## src/rtl/seq_8_ctrl_pkg.sv

```systemverilog
// seq_8_ctrl_pkg: shared definitions for the seq_8 sequencer.
// State encodings and the default detector width. The detector and its bench
// use the same values.
package seq_8_ctrl_pkg;

    localparam int SEQ_PAT_W = 8;
    localparam int SEQ_CNT_W = 8;

    typedef logic [2:0] state_t;

    localparam logic [2:0] ST_IDLE   = 3'd0;
    localparam logic [2:0] ST_LOAD   = 3'd1;
    localparam logic [2:0] ST_SETTLE = 3'd2;
    localparam logic [2:0] ST_DETECT = 3'd3;
    localparam logic [2:0] ST_DONE   = 3'd4;

endpackage

```

## src/rtl/seq_8_ctrl_if.sv

```systemverilog
// seq_8_ctrl_if: pattern/threshold request channel into the sequencer.
// The front end is the master; seq_8_ctrl is the slave and drives cfg_ready.
interface seq_8_ctrl_if
    import seq_8_ctrl_pkg::*;
#(
    parameter int PAT_W = SEQ_PAT_W,
    parameter int CNT_W = SEQ_CNT_W
);
    logic             cfg_valid;
    logic             cfg_ready;
    logic [PAT_W-1:0] cfg_pattern;
    logic             cfg_msb_first;
    logic [CNT_W-1:0] cfg_threshold;

    modport master (
        output cfg_valid,
        output cfg_pattern,
        output cfg_msb_first,
        output cfg_threshold,
        input  cfg_ready
    );

    modport slave (
        input  cfg_valid,
        input  cfg_pattern,
        input  cfg_msb_first,
        input  cfg_threshold,
        output cfg_ready
    );
endinterface

```

## src/rtl/seq_8_ctrl_pat_shifter.sv

```systemverilog
// seq_pat_shifter: parallel-load pattern shift register feeding the detector.
// Loaded on accept, shifted once per LOAD cycle in the latched direction.
// first_bit is taken straight from the incoming pattern so the first detector
// bit can be registered on the accept edge; next_bit is the bit that follows
// the current head. bits_left is a down-counter; last_bit marks the final LOAD
// cycle.
module seq_pat_shifter
    import seq_8_ctrl_pkg::*;
#(
    parameter int PAT_W = SEQ_PAT_W
)(
    input  logic             clk,
    input  logic             rst_n,
    input  logic             load,
    input  logic             shift,
    input  logic [PAT_W-1:0] pattern,
    input  logic             msb_first,
    output logic             first_bit,
    output logic             next_bit,
    output logic             last_bit
);
    localparam int BC_W = (PAT_W > 2) ? $clog2(PAT_W) : 1;

    logic [PAT_W-1:0] sr;
    logic             msb_q;
    logic [BC_W-1:0]  bits_left;

    assign first_bit = msb_first ? pattern[PAT_W-1] : pattern[0];
    assign next_bit  = msb_q ? sr[PAT_W-2] : sr[1];
    assign last_bit  = (bits_left == '0);

    // load pattern and direction on accept, then shift once per LOAD cycle
    always_ff @(posedge clk or negedge rst_n) begin
        if (!rst_n) begin
            sr        <= '0;
            msb_q     <= 1'b0;
            bits_left <= '0;
        end else if (load) begin
            sr        <= pattern;
            msb_q     <= msb_first;
            bits_left <= BC_W'(PAT_W - 1);
        end else if (shift) begin
            sr <= msb_q ? {sr[PAT_W-2:0], 1'b0} : {1'b0, sr[PAT_W-1:1]};
            if (bits_left != '0) begin
                bits_left <= bits_left - 1'b1;
            end
        end
    end

endmodule

```

## src/rtl/seq_8_ctrl.sv

```systemverilog
// seq_8_ctrl: sequencer for the serial-loaded seq_8 detector in the CAN path.
// Accepts a pattern over cfg, shifts it into the detector with det_load high,
// then streams bit_in (delayed one clock) and counts detector hits until the
// latched threshold is reached.
// Optional feature: define SEQ_CTRL_TIMEOUT_EN to abort DETECT with an err
// pulse after TIMEOUT_CYC consecutive cycles without a hit.
//
// state  | meaning
// IDLE   | waiting for a cfg accept; cfg_ready high
// LOAD   | PAT_W cycles shifting the pattern into the detector
// SETTLE | one quiet cycle, load and din low
// DETECT | streaming bit_in to the detector, counting hits
// DONE   | one cycle, done pulse
module seq_8_ctrl
    import seq_8_ctrl_pkg::*;
#(
    parameter int PAT_W       = SEQ_PAT_W,
    parameter int CNT_W       = SEQ_CNT_W,
    parameter int TIMEOUT_CYC = 1023
)(
    input  logic             clk,
    input  logic             rst_n,
    seq_8_ctrl_if.slave      cfg,
    input  logic             stop,
    input  logic             bit_in,
    output logic             det_load,
    output logic             det_din,
    input  logic             det_dout,
    output logic             busy,
    output logic [CNT_W-1:0] match_cnt,
    output logic             done,
    output logic             err
);
    state_t           state;
    state_t           state_nxt;
    logic             accept;
    logic             hit;
    logic             timeout;
    logic [CNT_W-1:0] thr_q;
    logic [CNT_W-1:0] cnt_inc;
    logic             sh_first;
    logic             sh_next;
    logic             sh_last;

    assign cfg.cfg_ready = (state == ST_IDLE);
    assign accept        = cfg.cfg_valid & cfg.cfg_ready;
    // a hit coinciding with stop is dropped
    assign hit           = (state == ST_DETECT) & det_dout & ~stop;
    assign cnt_inc       = (match_cnt == '1) ? match_cnt : match_cnt + 1'b1;

    seq_pat_shifter #(.PAT_W(PAT_W)) u_shifter (
        .clk       (clk),
        .rst_n     (rst_n),
        .load      (accept),
        .shift     (state == ST_LOAD),
        .pattern   (cfg.cfg_pattern),
        .msb_first (cfg.cfg_msb_first),
        .first_bit (sh_first),
        .next_bit  (sh_next),
        .last_bit  (sh_last)
    );

`ifdef SEQ_CTRL_TIMEOUT_EN
    localparam int TMO_W = $clog2(TIMEOUT_CYC + 1);

    logic [TMO_W-1:0] tmo_cnt;

    // idle-time down-counter: full outside DETECT and after each hit
    always_ff @(posedge clk or negedge rst_n) begin
        if (!rst_n) begin
            tmo_cnt <= '0;
        end else if ((state != ST_DETECT) || hit) begin
            tmo_cnt <= TMO_W'(TIMEOUT_CYC);
        end else if (tmo_cnt != '0) begin
            tmo_cnt <= tmo_cnt - 1'b1;
        end
    end

    // terminal count on a hitless cycle; a hit or stop in that cycle wins
    assign timeout = (state == ST_DETECT) & ~det_dout & ~stop & (tmo_cnt == TMO_W'(1));
`else
    // no idle counter in this build; DETECT never times out
    assign timeout = (TIMEOUT_CYC < 0);
`endif

    // next-state decode
    always_comb begin
        state_nxt = state;
        case (state)
            ST_IDLE: begin
                if (accept) state_nxt = ST_LOAD;
            end
            ST_LOAD: begin
                if (stop)         state_nxt = ST_IDLE;
                else if (sh_last) state_nxt = ST_SETTLE;
            end
            ST_SETTLE: begin
                state_nxt = stop ? ST_IDLE : ST_DETECT;
            end
            ST_DETECT: begin
                if (stop)                          state_nxt = ST_IDLE;
                else if (hit && (cnt_inc == thr_q)) state_nxt = ST_DONE;
                else if (timeout)                  state_nxt = ST_IDLE;
            end
            ST_DONE: begin
                state_nxt = ST_IDLE;
            end
            default: begin
                state_nxt = ST_IDLE;
            end
        endcase
    end

    // state register
    always_ff @(posedge clk or negedge rst_n) begin
        if (!rst_n) state <= ST_IDLE;
        else        state <= state_nxt;
    end

    // threshold latch and hit counter; a zero threshold behaves as one
    always_ff @(posedge clk or negedge rst_n) begin
        if (!rst_n) begin
            thr_q     <= '0;
            match_cnt <= '0;
        end else if (accept) begin
            thr_q     <= (cfg.cfg_threshold == '0) ? CNT_W'(1) : cfg.cfg_threshold;
            match_cnt <= '0;
        end else if (hit) begin
            match_cnt <= cnt_inc;
        end
    end

    // registered outputs, decoded from the state being entered
    always_ff @(posedge clk or negedge rst_n) begin
        if (!rst_n) begin
            det_load <= 1'b0;
            det_din  <= 1'b0;
            busy     <= 1'b0;
            done     <= 1'b0;
            err      <= 1'b0;
        end else begin
            det_load <= (state_nxt == ST_LOAD);
            busy     <= (state_nxt != ST_IDLE);
            done     <= (state_nxt == ST_DONE);
            err      <= timeout;
            case (state_nxt)
                ST_LOAD:   det_din <= (state == ST_IDLE) ? sh_first : sh_next;
                ST_DETECT: det_din <= bit_in;
                default:   det_din <= 1'b0;
            endcase
        end
    end

endmodule

```

## src/flat_wrapper.sv

```systemverilog
// flat-port wrapper written by rule: the top's interface ports become plain ports
module seq_8_ctrl_flat import seq_8_ctrl_pkg::*;
#(
    parameter int PAT_W       = SEQ_PAT_W,
    parameter int CNT_W       = SEQ_CNT_W,
    parameter int TIMEOUT_CYC = 1023
)
  (clk, rst_n, stop, bit_in, det_load, det_din, det_dout, busy, match_cnt, done, err, cfg_cfg_valid, cfg_cfg_pattern, cfg_cfg_msb_first, cfg_cfg_threshold, cfg_cfg_ready);
  seq_8_ctrl_if #(.PAT_W(PAT_W), .CNT_W(CNT_W)) cfg_i ();
  input  logic clk;
  input  logic rst_n;
  input  logic stop;
  input  logic bit_in;
  output logic det_load;
  output logic det_din;
  input  logic det_dout;
  output logic busy;
  output logic [CNT_W-1:0] match_cnt;
  output logic done;
  output logic err;
  input wire logic [$bits(cfg_i.cfg_valid)-1:0] cfg_cfg_valid;
  input wire logic [$bits(cfg_i.cfg_pattern)-1:0] cfg_cfg_pattern;
  input wire logic [$bits(cfg_i.cfg_msb_first)-1:0] cfg_cfg_msb_first;
  input wire logic [$bits(cfg_i.cfg_threshold)-1:0] cfg_cfg_threshold;
  output wire logic [$bits(cfg_i.cfg_ready)-1:0] cfg_cfg_ready;
  assign cfg_i.cfg_valid = cfg_cfg_valid;
  assign cfg_i.cfg_pattern = cfg_cfg_pattern;
  assign cfg_i.cfg_msb_first = cfg_cfg_msb_first;
  assign cfg_i.cfg_threshold = cfg_cfg_threshold;
  assign cfg_cfg_ready = cfg_i.cfg_ready;
  seq_8_ctrl #(.PAT_W(PAT_W), .CNT_W(CNT_W), .TIMEOUT_CYC(TIMEOUT_CYC)) u_core (.clk(clk), .rst_n(rst_n), .cfg(cfg_i), .stop(stop), .bit_in(bit_in), .det_load(det_load), .det_din(det_din), .det_dout(det_dout), .busy(busy), .match_cnt(match_cnt), .done(done), .err(err));
endmodule
```

## config.mk

```make
export PLATFORM = sky130hd
export DESIGN_NAME = seq_8_ctrl_flat
export DESIGN_NICKNAME = d
export VERILOG_FILES = /design/src/rtl/seq_8_ctrl_pkg.sv /design/src/rtl/seq_8_ctrl_if.sv /design/src/rtl/seq_8_ctrl_pat_shifter.sv /design/src/rtl/seq_8_ctrl.sv /design/src/flat_wrapper.sv
export SDC_FILE = /design/constraint.sdc
export NUM_CORES = 1
export LEC_CHECK = 0
export CELL_PAD_IN_SITES_DETAIL_PLACEMENT = 0
export CELL_PAD_IN_SITES_GLOBAL_PLACEMENT = 1
export CORE_MARGIN = 3
export CORE_UTILIZATION = 35
export CTS_CLUSTER_DIAMETER = 150
export CTS_CLUSTER_SIZE = 8
export DETAILED_ROUTE_END_ITERATION = 10
export HOLD_SLACK_MARGIN = 0.12
export PLACE_DENSITY_LB_ADDON = 0.1
export SYNTH_ARGS = -nofsm -noshare
export SYNTH_HDL_FRONTEND = slang
export SYNTH_SLANG_ARGS = --single-unit
```

## constraint.sdc

```tcl
create_clock -name clk -period 2.1 [get_ports clk]
set_input_delay 0.42 -clock clk [delete_from_list [all_inputs] [get_ports clk]]
set_output_delay 0.42 -clock clk [all_outputs]
set_load 0.005 [all_outputs]
```

==> results by group <==
Route
  • 1st-iter DRT viols: between 50 and 60
  • DRC: 0
  • Per-cell routed wire length: 14.1 um
  • Vias: 1,767
  • TritonRoute pass-1 iters: 4
  • DRT antenna net count: 0
  • DR vias/cell: 5.01
  • Final wirelength: a little under 5000 um

Critical path
  • Crit Reg-Reg Endpoint: u_core.det_din$_DFF_PN0_
  • Reg2reg start: u_core.match_cnt[0]$_DFFE_PN0P_
  • Reg2Reg Depth: 8
  • Arrival time worst endpoint: 2.19 ns
  • Critical path's top delay family: compound AO/OA/AOI/OAI gates
  • Cells along the critical path: ha_4, buf_6, and4_1, a21oi_2, xor2_1, a2111oi_2, and4_4, o21ai_2
  • Setup crit end kind: register
  • Slack of the worst reg-to-reg path: roughly 0.084 ns
  • Startpoint types: register
  • Crit path kind: reg -> reg
  • Crit-path slowest cell: dfrtp_2
  • Critical Path Source: u_core.match_cnt[0]$_DFFE_PN0P_
  • CP endpoint: u_core.det_din$_DFF_PN0_
  • Critical Path RT: 2.27 ns
  • Buffer and inverter count on the worst path: 1
  • Crit-path max FO: 8
  • Critical path depth: 8
  • Max incr delay on CP: about 0.42 ns

Layout
  • Final Instance Count excl. Fillers: approximately 350
  • Layout area overhead: 31.9%
  • Most common cell after layout, fill and taps aside: nand2_1
  • Highest-count cells in the layout ignoring fill and taps: nand2_1 (48), clkdlybuf4s50_1 (35), dfrtp_1 (33)
  • N_diodes: 0
  • Nets@finish: around 310
  • Share of layout cells above drive strength 1: approximately 17%
  • Fill count: around 570

Synth
  • Asr flop ratio synth: 100%
  • Cells after synthesis: 230
  • Mapped cell area: between 0.002 and 0.0025 sq mm
  • Post-Syn Area per Cell: just under 9 sq um
  • Synthesis Warnings: 0
  • Seq cells post-synth: 35
  • Number of synthesized flops with an enable pin: 0
  • Synth Flop Type: dfrtp_1
  • Distinct cells, synth: 45
  • Sequential share of the synthesized area: between 40% and 50%
  • Syn_nets: ~260

Global routing
  • Vias in the first global route: between 1,500 and 2,000
  • First-pass GRT wire length: approximately 8300 um
  • Initial antenna violation count: 0
  • GRT Overall Usage: approximately 16%
  • Grt ovf: 0
  • Largest net degree at the start of global routing: 36

Floorplanning
  • Die footprint: just under 0.007 sq mm
  • Chip Width: 82.2 um
  • # rows: 27
  • Core box area: 0.00557 sq mm
  • Starting Density: between 30% and 40%
  • Die height: 82.2 um
  • Ports: 37

Power
  • P_leak: roughly 1.2 nW
  • Peak VDD IR: roughly 0.35 mV
  • Design Power: ~2.3 mW
  • Pwr dens: approximately 840 mW/mm^2

Placed design
  • Placement Setup Slack: -0.000901 ns
  • Buffers on Ports: 35
  • Placed insts: 345
  • Final Wtd Congestion: just over 0.8
  • HPWL Detailed: approximately 3700 um

Hold path
  • Hold WC Path Type: reg -> reg

CTS
  • Clk Latency, worst-skew pair: between 0.2 and 0.3 ns
  • Worst-path clk slew: 0.08 ns
  • Max H-tree Level: 2
  • Hold buffer count at CTS: 0
  • Setup Buffers After CTS: 0
  • Longest Clk Path Bufs: 2
  • CTS resizes: 0
  • CTS tree: yes
  • CTS buffer count: 5
  • Clk sink count: 35
  • Root buffer cell: clkbuf_8

Timing
  • Min Hold Slack: 0.467 ns
  • Fmax: around 0.50 GHz
  • # setup viols final: 0
  • Worst-case clock skew: between 0.007 and 0.008 ns
  • RSZ-0062 raised after global routing: false
  • Hold Vio Cnt, Final: 0
  • Setup ws final: ~0.084 ns
  • Final Slew Violations: 0
  • Period utilization: a little over nine tenths
  • Final worst path period need: about 2.0 ns

Flow run
  • Max Cap Viol: 0

Run status
  • Status: complete, no violations
## worst reg2reg max path: stages (launching register included)
cell,delay (ns)
dfrtp_2,0.42
ha_4,0.17
buf_6,0.13
and4_1,0.19
a21oi_2,0.14
xor2_1,0.09
a2111oi_2,0.36
and4_4,0.33
o21ai_2,0.07
## power breakdown
group          leakage, nW  internal (mW)  switching (mW)
clock               0.0515          0.300           0.247
sequential           0.433          0.859           0.162
combinational        0.677          0.354           0.340
total                 1.16           1.51           0.749
## routing by layer
layer | track usage [%] | part of all wire, % | vias up
met5 | 0 | 0 | -
met4 | 8.80 | 2.6 | 0
met3 | 2.39 | 3.8 | 12
met2 | 23.9 | 42 | 41
met1 | 22.8 | 52 | 812
li1 | - | - | 902
## how the worst min path moves through the flow
| stage | start | end | slack, ns | depth (start not counted) |
|---|---|---|---|---|
| after global routing | u_core.u_shifter.bits_left[0]$_DFFE_PN0P_ | u_core.u_shifter.bits_left[0]$_DFFE_PN0P_ | 0.51 | 1 |
| after CTS | u_core.u_shifter.bits_left[0]$_DFFE_PN0P_ | u_core.u_shifter.bits_left[0]$_DFFE_PN0P_ | 0.47 | 1 |
| after floorplan | rst_n | u_core.busy$_DFF_PN0_ | 0.12 | 0 |
| final | u_core.u_shifter.bits_left[0]$_DFFE_PN0P_ | u_core.u_shifter.bits_left[0]$_DFFE_PN0P_ | 0.47 | 1 |
| after global placement | u_core.u_shifter.bits_left[0]$_DFFE_PN0P_ | u_core.u_shifter.bits_left[0]$_DFFE_PN0P_ | 0.45 | 1 |
| after detailed placement | u_core.u_shifter.bits_left[0]$_DFFE_PN0P_ | u_core.u_shifter.bits_left[0]$_DFFE_PN0P_ | 0.46 | 1 |
## cell usage after synthesis, types with 2 or more instances
cell type	count	area, sq um
nor2_1	14	52.6
and4_1	3	26.3
dfrtp_1	35	876
clkbuf_1	6	22.5
o21ai_0	11	55.1
xor2_1	3	26.3
and2_1	3	18.8
a21oi_1	13	65.1
inv_1	8	30.0
buf_6	3	33.8
mux2i_1	10	100
o22ai_1	2	12.5
o21ai_1	14	70.1
ha_1	3	37.5
and3_2	2	15.0
and3_1	2	12.5
buf_4	2	15.0
xnor2_1	4	35.0
nand3_1	9	45.0
a2111oi_2	2	30.0
nand2_1	48	180
a31oi_1	2	12.5
a311oi_1	2	17.5
buf_2	3	15.0
nor3_1	6	30.0
## metrics by stage
stage | setup TNS, ns | instance area, sq um | util [%]
2_1_floorplan | 0 | 2040 | -
3_3_place_gp | 0 | 2550 | 45.8
3_5_place_dp | -0.000901 | 2550 | 45.8
4_1_cts | 0 | 2650 | 47.6
5_1_grt | 0 | 2680 | 48.1
6_report | 0 | 2680 | 48.1
## kinds of logic (layout without fill, tap and decap cells)
logic type / count (synthesis) / in the layout / share of synthesized area (%)
other cells: 1 / 1 / 0.185
simple gates: 97 / 97 / 23.8
fa+ha+maj: 4 / 4 / 2.34
mux: 10 / 10 / 4.93
xor+xnor: 7 / 7 / 3.02
compound gates: 54 / 54 / 16.9
buf+inv: 22 / 73 / 5.73
flops: 35 / 35 / 43.1
## registers in the layout (all words and copies together) (netlist names), 3 cells and up
register                    flops
u_core.state                    3
u_core.u_shifter.sr             8
u_core.match_cnt                8
u_core.thr_q                    8
u_core.u_shifter.bits_left      3
## layout make-up
cell class              instances  area (sq um)  share of cell area (%)
inverters                       8          30.0                    1.12
repair buffers                 57           519                    19.4
well taps                      72          90.1                    3.36
flip-flops and latches         35           878                    32.8
multi-input cells             173          1060                    39.6
clock buffers                   8           100                    3.73
Power figures use the tool's default switching activity.
